`src/rtl/sid_pkg.sv`:
```
// Shared constants for the SID-style synthesiser: voice, filter and audio output widths.
package sid_pkg;

   localparam int unsigned NUM_VOICES      = 3;
   localparam int unsigned VOICE_FREQ_W    = 16;
   localparam int unsigned VOICE_ACC_W     = 24;
   localparam int unsigned VOICE_PW_W      = 12;
   localparam int unsigned VOICE_ENV_W     = 8;

   localparam int unsigned FILTER_CUTOFF_W = 11;
   localparam int unsigned FILTER_RES_W    = 4;
   localparam int unsigned FILTER_DATA_W   = 16;

   localparam int unsigned PWM_SAMPLE_W    = 12;
   localparam int unsigned PWM_CNT_W       = 8;
   localparam int unsigned PWM_FRAC_W      = PWM_SAMPLE_W - PWM_CNT_W;

endpackage

```
`src/rtl/pwm_audio_out.sv`:
```
// Error-feedback PWM DAC: mixer samples are quantised to PWM_W bits once per
// period, and the discarded fraction is carried into the next period.
module pwm_audio_out
   import sid_pkg::*;
#(
   parameter int unsigned SAMPLE_W = PWM_SAMPLE_W,
   parameter int unsigned PWM_W    = PWM_CNT_W
) (
   input  logic                clk,
   input  logic                rst_n,
   input  logic                en,
   input  logic [SAMPLE_W-1:0] sample_in,
   input  logic                sample_valid,
   input  logic                clr_ovr,
   output logic                sample_ready,
   output logic                pwm_out,
   output logic                frame_start,
   output logic                overrun
);

   localparam int unsigned FRAC_W = SAMPLE_W - PWM_W;

   logic [PWM_W-1:0]    cnt_q, cnt_d;
   logic [PWM_W-1:0]    duty_q, duty_d;
   logic [FRAC_W-1:0]   err_q, err_d;
   logic [SAMPLE_W-1:0] active_q, active_d;
   logic [SAMPLE_W-1:0] hold_q, hold_d;
   logic                full_q, full_d;
   logic                run_q, run_d;
   logic                pwm_q, pwm_d;
   logic                fs_q, fs_d;
   logic                ovr_q, ovr_d;
   logic                rdy_q, rdy_d;

   logic                start;
   logic [SAMPLE_W-1:0] src;
   logic [SAMPLE_W:0]   sum;

   always_comb begin
      // A period starts on the wrap cycle, or on the first enabled clock after idle/reset.
      start    = en && (!run_q || (cnt_q == '1));
      src      = full_q ? hold_q : active_q;
      sum      = {1'b0, src} + {{(PWM_W + 1){1'b0}}, err_q};

      cnt_d    = cnt_q;
      duty_d   = duty_q;
      err_d    = err_q;
      active_d = active_q;
      hold_d   = hold_q;
      full_d   = full_q;
      run_d    = run_q;
      fs_d     = 1'b0;
      ovr_d    = ovr_q;

      if (!en) begin
         cnt_d = '0;
         err_d = '0;
         run_d = 1'b0;
      end else if (start) begin
         cnt_d    = '0;
         run_d    = 1'b1;
         fs_d     = 1'b1;
         active_d = src;
         full_d   = 1'b0;
         if (sum[SAMPLE_W]) begin
            duty_d = '1;
            err_d  = '0;
         end else begin
            duty_d = sum[SAMPLE_W-1:FRAC_W];
            err_d  = sum[FRAC_W-1:0];
         end
      end else begin
         cnt_d = cnt_q + 1'b1;
      end

      if (clr_ovr) begin
         ovr_d = 1'b0;
      end
      // A strobe on the start cycle lands behind the transfer, so it is never an overrun.
      if (sample_valid) begin
         if (full_q && !start) begin
            ovr_d = 1'b1;
         end
         hold_d = sample_in;
         full_d = 1'b1;
      end

      pwm_d = en && (cnt_d < duty_d);
      rdy_d = !full_d;
   end

   always_ff @(posedge clk or negedge rst_n) begin
      if (!rst_n) begin
         cnt_q    <= '0;
         duty_q   <= '0;
         err_q    <= '0;
         active_q <= '0;
         hold_q   <= '0;
         full_q   <= 1'b0;
         run_q    <= 1'b0;
         pwm_q    <= 1'b0;
         fs_q     <= 1'b0;
         ovr_q    <= 1'b0;
         rdy_q    <= 1'b1;
      end else begin
         cnt_q    <= cnt_d;
         duty_q   <= duty_d;
         err_q    <= err_d;
         active_q <= active_d;
         hold_q   <= hold_d;
         full_q   <= full_d;
         run_q    <= run_d;
         pwm_q    <= pwm_d;
         fs_q     <= fs_d;
         ovr_q    <= ovr_d;
         rdy_q    <= rdy_d;
      end
   end

   assign pwm_out      = pwm_q;
   assign frame_start  = fs_q;
   assign overrun      = ovr_q;
   assign sample_ready = rdy_q;

endmodule
```
`config.mk`:
```
export PLATFORM = sky130hd
export DESIGN_NAME = pwm_audio_out
export DESIGN_NICKNAME = d
export VERILOG_FILES = /design/src/rtl/sid_pkg.sv /design/src/rtl/pwm_audio_out.sv
export SDC_FILE = /design/constraint.sdc
export NUM_CORES = 1
export LEC_CHECK = 0
export CAP_MARGIN = 20
export CORE_MARGIN = 2
export CORE_UTILIZATION = 30
export DETAILED_ROUTE_END_ITERATION = 8
export PLACE_DENSITY_LB_ADDON = 0.05
export REMOVE_ABC_BUFFERS = 1
export SYNTH_ARGS = -nofsm -noshare
export SYNTH_HDL_FRONTEND = slang
export SYNTH_SLANG_ARGS = --single-unit
```
`constraint.sdc`:
```
create_clock -name clk -period 7.68 [get_ports clk]
set_input_delay 1.536 -clock clk [delete_from_list [all_inputs] [get_ports clk]]
set_output_delay 1.536 -clock clk [all_outputs]
set_load 0.02 [all_outputs]
```
==> run metrics, run 1 <==
status complete, no violations; FMAX 0.277 GHz; Die W 99.0 um; via count 1824; mux cell area share after synthesis 14.4%; Synth Area in Simple Gates 13.1%; PD cells 211 nW/um^2; Leak 1.33 nW; core box area 8720 um^2; Post-Synth XOR/XNOR Area 4.20%; peak fanout along the critical path 25; final setup vio count 0; Post-CTS Setup Inserts 0; R2R cell count 14; NumNets Final 296; initial antenna violation count 0; Max Root-Sink Buffers 2; die area 9810 um^2; cell area after layout 3110 um^2; Mapped Cells 246; hold path start active_q[1]; height of the die 99.0 um; CTS H-tree lvls 2; routed wire length 5460 um; Via density 4.86; CTS tree yes; Max Slew Vio Count 0; pre-CTS setup slack 3840 ps; CTS Root Cell clkbuf_8; largest net degree at the start of global routing 51; Final min period 3610 ps; HP Class reg2reg; Area Overhead vs Synth 14.7%; Most used DFF post-synth dfrtp_1; crit end category register; ant diodes 0; Worst Skew 3.64 ps; CP required 7920 ps; Resized Gates After CTS 0; drt pass-1 iters 4; arrival time worst endpoint 3850 ps; Synth area leader dfrtp_1; fraction of layout cells with a size suffix above 1 20.2%; Psw 0.193 mW; Synth Register Bits 50; Overflow after GRT 0; final hold violations 0; Reg2Reg Launch Point full_q; Fillers 898; area occupied by multi-input gates 1350 um^2; ys async rst share 100%; Clock transition at path regs 90 ps; later-pin clock latency in the skew report 300 ps; hold endpoint active_q[1]; I/O pin cnt 21; combinational share of power 23.4%; Slew @ Worst Pin 746 ps; DRC 0; Net Sw Frac 29.4%; Cell Area, Synth 2710 um^2; DP Cell Count 367; top post-synthesis cells by area dfrtp_1 (45%), mux2_2 (10%), ha_1 (5.5%), nand2_1 (3.2%), mux2i_1 (3.0%); slack of the critical path 4070 ps; total track usage 12.1%; Starting Density 31.1%; Final GP Congestion 0.693; post-synth cell types 48; Reg2Reg Setup Slack 4070 ps; Wirelength per Cell 14.6 um; register area share after synthesis 46.2%; Clk pwr share 27.3%; largest family of logic cells by synthesized area multiplexers; Final Instance Count excl. Fillers 375; Startpoint Class register; Synth Area in Compound Gates 12.0%; Max-Cap Viols 0; Worst Hold Path Cells 2; first-pass GRT wire length 9310 um; Post-Synth Adder-Cell Area 6.28%; internal power 0.462 mW; Mapped Avg Cell Area 11.0 um^2; Ys Warns 0; final antenna-violating net count 0; Worst Hold Slack 494 ps; register area 1250 um^2; CTS buffer count 5; dpl hpwl 3940 um; PortBufs 20; Post-DP Area 3000 um^2; Post-synth EDFFs 0; Final period util 47.0%; Reg power frac 49.3%; WS Path Type reg2reg; clk sink count 50; RSZ-0062 raised after global routing no; relative slew slack 50.1%; top-area cell type share of the netlist area 45.2%; FF-to-FF End pwm_out; via count of the first global-routing pass 1801; Total Power 0.655 mW; DRT iter0 DRCs 37; row count 34; final core utilization 35.6%; cts hold-fix bufs 0; setup TNS 0 ps; Max VDD drop 0.0703 mV
worst max-delay path: stages, from the launching register on:
cell and delay [ps]:
dfrtp_1 370, buf_4 230, mux2_2 270, ha_1 160, inv_1 50, fa_1 390
nand2b_1 270, a211oi_4 290, nand3_2 250, nand2_4 200, o22ai_1 110, ha_1 300
a211o_1 300, nor4_1 170, a31o_2 190
cell families (layout without fill, tap and decap cells):
| group | count (synthesis) | in the layout |
|---|---|---|
| adder cells (fa/ha/maj) | 13 | 13 |
| flip-flops | 50 | 50 |
| AND/OR/NAND/NOR | 70 | 70 |
| multiplexers | 35 | 35 |
| XOR/XNOR | 13 | 13 |
| AO/OA/AOI/OAI | 45 | 45 |
| buffers and inverters | 20 | 41 |
area by class of cell:
class,instances,share of cell area (%)
multi-input combinational,176,43.6
inverter,11,1.49
timing repair buffer,22,6.76
tap,108,4.35
sequential,50,40.3
clock buffer,8,3.54
per-layer routing:
metal	vias to the layer above	wire length [um]	GRT usage, %
li1	917	-	-
met1	883	2850	17.6
met2	19	2380	17.7
met3	5	169	2.84
met4	0	57	3.58
met5	-	0	0
power by group through the flow:
stage	clock network (mW)	registers [mW]	logic, mW
2_1_floorplan	0	0.326	0.108
3_3_place_gp	0	0.328	0.157
3_5_place_dp	0	0.329	0.156
4_1_cts	0.188	0.323	0.157
5_1_grt	0.199	0.329	0.175
6_report	0.179	0.323	0.153
worst max path at each step:
stage          depth (start not counted)   start  slack [ps]       to
2_1_floorplan                         14  full_q        4140  pwm_out
3_3_place_gp                          10      en        3870  pwm_out
3_5_place_dp                          10      en        3840  pwm_out
4_1_cts                               14  full_q        4020  pwm_out
5_1_grt                               14  full_q        3700  pwm_out
6_report                              14  full_q        4070  pwm_out
flip-flops by register name, summed over array words and instances (netlist names), 4 cells and up:
register  flops
err_q         4
hold_q       12
active_q     12
duty_q        8
cnt_q         8
synth_stat cells (3+ instances only):
master and count:
a31o_2 3, and2_1 4, nand2b_1 3, a21oi_1 8, nand2_1 23, mux2_2 25
xnor2_1 5, o21ai_0 11, a31oi_1 4, clkbuf_1 4, mux2i_1 8, nor2_1 17
inv_1 10, nand4_1 3, ha_1 12, xor2_1 8, nand3_1 8, dfrtp_1 49
layout by cell type (no fill, tap or decap), types with 4 or more instances in the layout:
master / n
a21oi_1: 8
a31oi_1: 4
and2_1: 4
clkbuf_8: 8
clkdlybuf4s50_1: 19
dfrtp_1: 49
ha_1: 12
inv_1: 10
mux2_2: 25
mux2i_1: 8
nand2_1: 23
nand3_1: 8
nor2_1: 17
o21ai_0: 11
xnor2_1: 5
xor2_1: 8
No activity file was read; power rests on OpenSTA's default activity.
==> inputs of run 2 (changes only) <==
==> constraint.sdc (replaced) <==
create_clock -name clk -period 3.2 [get_ports clk]
set_input_delay 0.64 -clock clk [delete_from_list [all_inputs] [get_ports clk]]
set_output_delay 0.64 -clock clk [all_outputs]
set_load 0.02 [all_outputs]
==> run 2 against run 1 <==
  * Worst setup slack got worse by 4000 ps
  * Sequential share of layout area fell by 3.1 points
  * First-iteration DRC count rose by 41%
==> run metrics, run 2 (synthesis results as in run 1) <==
status complete, no violations (unchanged); via count of the first global-routing pass 1931 (was 1801); row count 34 (unchanged); Clock transition at path regs 90 ps (about the same); crit end category register (unchanged); crit path from full_q (unchanged); combinational share of power 28.3% (was 23.4%); DRT iter0 DRCs 52 (was 37); Max VDD drop 0.174 mV (was 0.0703 mV); CTS tree yes (unchanged); NumNets Final 315 (was 296); Die W 99.0 um (unchanged); cell area after layout 3370 um^2 (was 3110 um^2); die area 9810 um^2 (unchanged); PortBufs 20 (unchanged); final setup vio count 0 (unchanged); Reg power frac 49.2% (was 49.3%); relative slew slack 50.2% (was 50.1%); RSZ-0062 raised after global routing yes (was no); Wirelength per Cell 15.2 um (was 14.6 um); Clk pwr share 22.5% (was 27.3%); Final period util 98.2% (was 47.0%); via count 1907 (was 1824); Max Root-Sink Buffers 2 (unchanged); commonest non-fill, non-tap cell in the layout dfrtp_1 (unchanged); Worst Skew 7.17 ps (was 3.64 ps); Overflow after GRT 0 (unchanged); Post-DP Area 3100 um^2 (was 3000 um^2); fraction of layout cells with a size suffix above 1 32.3% (was 20.2%); R2R cell count 13 (was 14); HP Class in2async (was reg2reg); Leak 1.41 nW (was 1.33 nW); arrival time worst endpoint 3380 ps (was 3850 ps); crit path cell chain buf_4 -> mux2_2 -> ha_4 -> nand2_1 -> o21ai_2 -> nand3_2 -> xnor2_1 -> a31o_2 -> ha_1 -> a21oi_1 -> o21ai_2 -> nor4_1 -> a31o_2 (was buf_4 -> mux2_2 -> ha_1 -> inv_1 -> fa_1 -> nand2b_1 -> a211oi_4 -> nand3_2 -> nand2_4 -> o22ai_1 -> ha_1 -> a211o_1 -> nor4_1 -> a31o_2); PD cells 473 nW/um^2 (was 211 nW/um^2); largest net degree at the start of global routing 22 (was 51); internal power 1.10 mW (was 0.462 mW); CTS buffer count 5 (unchanged); dpl hpwl 4390 um (was 3940 um); final antenna-violating net count 0 (unchanged); final core utilization 38.6% (was 35.6%); Largest regs active_q (12), hold_q (12) (unchanged); height of the die 99.0 um (unchanged); CTS H-tree lvls 2 (unchanged); Slew @ Worst Pin 744 ps (was 746 ps); FF-to-FF End pwm_out (unchanged); Startpoint Class register (unchanged); CP peak stage delay 430 ps (was 390 ps); cts hold-fix bufs 0 (unchanged); FMAX 0.318 GHz (was 0.277 GHz); Final min period 3140 ps (was 3610 ps); peak fanout along the critical path 4 (was 25); drt pass-1 iters 4 (unchanged); WS Path Type reg2reg (unchanged); Final GP Congestion 0.807 (was 0.693); Starting Density 31.1% (unchanged); Net Sw Frac 31.1% (was 29.4%); Reg2Reg Launch Point full_q (unchanged); clk sink count 50 (unchanged); Max-Cap Viols 0 (unchanged); Total Power 1.59 mW (was 0.655 mW); most frequent cells in the layout dfrtp_1 (48), mux2_2 (24), nand2_1 (23) (was dfrtp_1 (49), mux2_2 (25), nand2_1 (23)); routed wire length 5970 um (was 5460 um); final hold violations 0 (unchanged); Via density 4.85 (was 4.86); total track usage 12.9% (was 12.1%); ant diodes 0 (unchanged); I/O pin cnt 21 (unchanged); Area Overhead vs Synth 24.3% (was 14.7%); CP max-delay cell dfrtp_2 (was fa_1); later-pin clock latency in the skew report 300 ps (about the same); CP required 3440 ps (was 7920 ps); core box area 8720 um^2 (unchanged); Max Slew Vio Count 0 (unchanged); DRC 0 (unchanged); Reg2Reg Setup Slack 60 ps (was 4070 ps); first-pass GRT wire length 10000 um (was 9310 um); initial antenna violation count 0 (unchanged); Psw 0.496 mW (was 0.193 mW); CTS Root Cell clkbuf_8 (unchanged)
## run 2: final cells by class
type | count | area, um^2
Clock buffer | 7 | 76.3
Fill cell | 867 | 5350
Inverter | 11 | 46.3
Multi-Input combinational cell | 176 | 1500
Sequential cell | 50 | 1250
Tap cell | 108 | 135
Timing Repair Buffer | 41 | 357
## run 2: timing repair
action | 4_1_cts | 5_1_grt
setup buffers | 3 | 3
pin swaps | 11 | 6
resized for setup | 19 | 11
endpoints found under the setup margin | 1 | 1
## run 2: power groups by stage
stage                     registers, mW  logic, mW  clock network [mW]
after global placement            0.790      0.398                   0
after CTS                         0.780      0.433               0.371
after detailed placement          0.789      0.399                   0
final                             0.783      0.451               0.358
after global routing              0.799      0.505               0.403
after floorplan                   0.782      0.259                   0
## run 2: critical path, delay by kind of cell, from the launching register on
| family | cells | cell delay (ps) |
|---|---|---|
| fa+ha+maj | 2 | 600 |
| mux | 1 | 360 |
| xor+xnor | 1 | 190 |
| compound gates | 5 | 870 |
| simple gates | 3 | 480 |
| flops | 1 | 430 |
| buf+inv | 1 | 140 |
## run 2: per-layer routing
layer,global-route usage [%],vias up,part of all wire (%)
met4,3.69,0,0.80
met3,2.48,4,1.8
li1,-,954,-
met2,19.8,20,46
met1,18.6,929,51
met5,0,-,0
## run 2: through the flow
stage               TNS, ps  hold WS [ps]  instances  setup slack, ps
floorplan              -337           344        237             -337
global placement      -94.1           479        380            -94.1
detailed placement     -135           473        380             -135
CTS                       0           320        390             6.06
global route          -91.0           328        393            -91.0
finish                    0           300        393             58.7
## run 2: worst max path at each step
stage,endpoint,slack (ps),depth (start not counted)
2_1_floorplan,pwm_out,-340,14
3_3_place_gp,pwm_out,-90,14
3_5_place_dp,pwm_out,-140,14
4_1_cts,pwm_out,6,14
5_1_grt,pwm_out,-90,13
6_report,pwm_out,60,13
==> inputs of run 3 (changes only) <==
--- a/config.mk
+++ b/config.mk
@@ -8,8 +8,8 @@
 export CAP_MARGIN = 20
 export CORE_MARGIN = 2
 export CORE_UTILIZATION = 30
+export CTS_BUF_LIST = sky130_fd_sc_hd__clkbuf_4 sky130_fd_sc_hd__clkbuf_8 sky130_fd_sc_hd__clkbuf_16
 export DETAILED_ROUTE_END_ITERATION = 8
-export PLACE_DENSITY_LB_ADDON = 0.05
 export REMOVE_ABC_BUFFERS = 1
 export SYNTH_ARGS = -nofsm -noshare
 export SYNTH_HDL_FRONTEND = slang
==> run 3 against run 2 <==
  * Power up 1.6%
  * Critical endpoint unchanged
  * First-iteration DRC count is 1.9% higher
  * Clock-buffer cell count unchanged
  * Worst hold slack gained 15 ps
  * Sequential share of layout area rose by 0.52 points
  * Non-clock buffer count shrank 8
  * Clock power increased by 8.9%
  * Via count rose by 0.89%
  * Cell count fell by 1.8%
  * Highest routed layer unchanged
==> run metrics, run 3 (synthesis results as in run 1) <==
row count 34 (unchanged); Final period util 98.5% (was 98.2%); I/O pin cnt 21 (unchanged); area occupied by multi-input gates 1500 um^2 (about the same); internal power 1.12 mW (was 1.10 mW); final setup vio count 0 (unchanged); PortBufs 20 (unchanged); Final min period 3150 ps (was 3140 ps); CTS Root Cell clkbuf_8 (unchanged); FMAX 0.317 GHz (was 0.318 GHz); relative slew slack 54.8% (was 50.2%); later-pin clock latency in the skew report 310 ps (was 300 ps); initial antenna violation count 0 (unchanged); Final Instance Count excl. Fillers 386 (was 393); Max VDD drop 0.214 mV (was 0.174 mV); CP required 3450 ps (was 3440 ps); drt pass-1 iters 4 (unchanged); Worst Skew 6.16 ps (was 7.17 ps); Psw 0.492 mW (was 0.496 mW); RSZ-0062 raised after global routing yes (unchanged); final hold violations 0 (unchanged); HP Class in2async (unchanged); Startpoint Class register (unchanged); GR Util met1 15.1% (was 18.6%); Final GP Congestion 0.809 (was 0.807); DRC 0 (unchanged); arrival time worst endpoint 3400 ps (was 3380 ps); CP dominant cell by count a31o_2; via count of the first global-routing pass 1947 (was 1931); via count 1924 (was 1907); most frequent cells in the layout dfrtp_1 (49), mux2_2 (24), nand2_1 (22) (was dfrtp_1 (48), mux2_2 (24), nand2_1 (23)); Max-Cap Viols 0 (unchanged); Die W 99.0 um (unchanged); final antenna-violating net count 0 (unchanged); core box area 8720 um^2 (unchanged); Fillers 859 (was 867); Via density 4.98 (was 4.85); Max Slew Vio Count 0 (unchanged); busiest grt layer met2 (unchanged); routed wire length 5480 um (was 5970 um); buffer and inverter count on the worst path 1 (unchanged); cts hold-fix bufs 0 (unchanged); CTS buffer count 5 (unchanged); Starting Density 31.1% (unchanged); Largest regs active_q (12), hold_q (12) (unchanged); Wirelength per Cell 14.2 um (was 15.2 um); dpl hpwl 4050 um (was 4390 um); clk sink count 50 (unchanged); Total Power 1.62 mW (was 1.59 mW); setup TNS 0 ps (unchanged); WS Path Type reg2reg (unchanged); crit path cell chain buf_4 -> mux2i_4 -> fa_2 -> nand2b_4 -> a211oi_4 -> nand3_4 -> a31o_2 -> ha_1 -> a21oi_2 -> o21ai_2 -> nor4_1 -> a31o_2 (was buf_4 -> mux2_2 -> ha_4 -> nand2_1 -> o21ai_2 -> nand3_2 -> xnor2_1 -> a31o_2 -> ha_1 -> a21oi_1 -> o21ai_2 -> nor4_1 -> a31o_2); height of the die 99.0 um (unchanged); Max Root-Sink Buffers 2 (unchanged); Slew @ Worst Pin 676 ps (was 744 ps); largest net degree at the start of global routing 28 (was 22); fraction of layout cells with a size suffix above 1 30.9% (was 32.3%); Reg power frac 48.3% (was 49.2%); DRT iter0 DRCs 53 (was 52); Overflow after GRT 0 (unchanged); PD cells 487 nW/um^2 (was 473 nW/um^2); CP max-delay cell dfrtp_1 (was dfrtp_2); final core utilization 38.0% (was 38.6%); total track usage 11.8% (was 12.9%); met2 usage 19.6% (was 19.8%); Top Family by Delay on Critical Path compound AO/OA/AOI/OAI gates (unchanged); commonest non-fill, non-tap cell in the layout dfrtp_1 (unchanged); DP Cell Count 375 (was 380); first-pass GRT wire length 9320 um (was 10000 um); die area 9810 um^2 (unchanged); combinational share of power 27.6% (was 28.3%); Clock transition at path regs 90 ps (about the same); Area Overhead vs Synth 22.4% (was 24.3%); ant diodes 0 (unchanged); peak fanout along the critical path 4 (unchanged); Net Sw Frac 30.4% (was 31.1%); Leak 1.39 nW (was 1.41 nW); crit end category register (unchanged); met3 Track Usage GR 2.48% (unchanged); register area 1250 um^2 (about the same); NumNets Final 307 (was 315); status complete, no violations (unchanged); CP peak stage delay 410 ps (was 430 ps); CTS tree yes (unchanged); Clk pwr share 24.1% (was 22.5%); CTS H-tree lvls 2 (unchanged)
run 3: changes by cell type in the layout (fill, tap and decap cells not counted), sizes merged:
cell / previous run / this run
buf: 22 / 14
clkinv: 1 / 2
run 3: per-layer routing:
metal | routed length [um] | vias to the layer above
li1 | - | 937
met1 | 2540 | 958
met2 | 2710 | 22
met3 | 144 | 7
met4 | 81 | 0
met5 | 0 | -
run 3: worst paths after layout:
kind                            cells past startpoint      start  slack, ps   endpoint
worst min-delay path                                1      rst_n        320  hold_q[8]
max in group asynchronous                           2      rst_n       2130  hold_q[2]
worst max register to register                     12     full_q         50    pwm_out
min in group clk                                    2  duty_q[7]        490  duty_q[7]
worst min register to register                      2  duty_q[7]        490  duty_q[7]
worst max-delay path                               12     full_q         50    pwm_out
run 3: metrics by stage:
| step | instance area [um^2] | hold WS [ps] | worst slack (ps) |
|---|---|---|---|
| global placement | 3060 | 467 | -8.29 |
| detailed placement | 3060 | 474 | -72.6 |
| finish | 3320 | 315 | 48.9 |
| CTS | 3220 | 337 | 33.7 |
| floorplan | 2650 | 344 | -337 |
| global route | 3320 | 358 | -67.2 |
run 3: area by class of cell:
class                           instances  area share, %
Sequential cell                        50           37.7
Clock inverter                          1          0.151
Multi-Input combinational cell        176           45.1
Clock buffer                            7           2.71
Inverter                               11           1.40
Timing Repair Buffer                   33           8.82
Tap cell                              108           4.07
run 3: timing repair:
item                       4_1_cts  5_1_grt
resized for setup               11       19
setup endpoints to repair        1        1
setup buffers                    3        0
pin swaps                        4        7
run 3: power by group through the flow:
stage	combinational (mW)	sequential [mW]	clock [mW]
floorplan	0.259	0.782	0
global placement	0.378	0.784	0
detailed placement	0.386	0.789	0
CTS	0.405	0.777	0.404
global route	0.498	0.795	0.430
finish	0.446	0.782	0.390
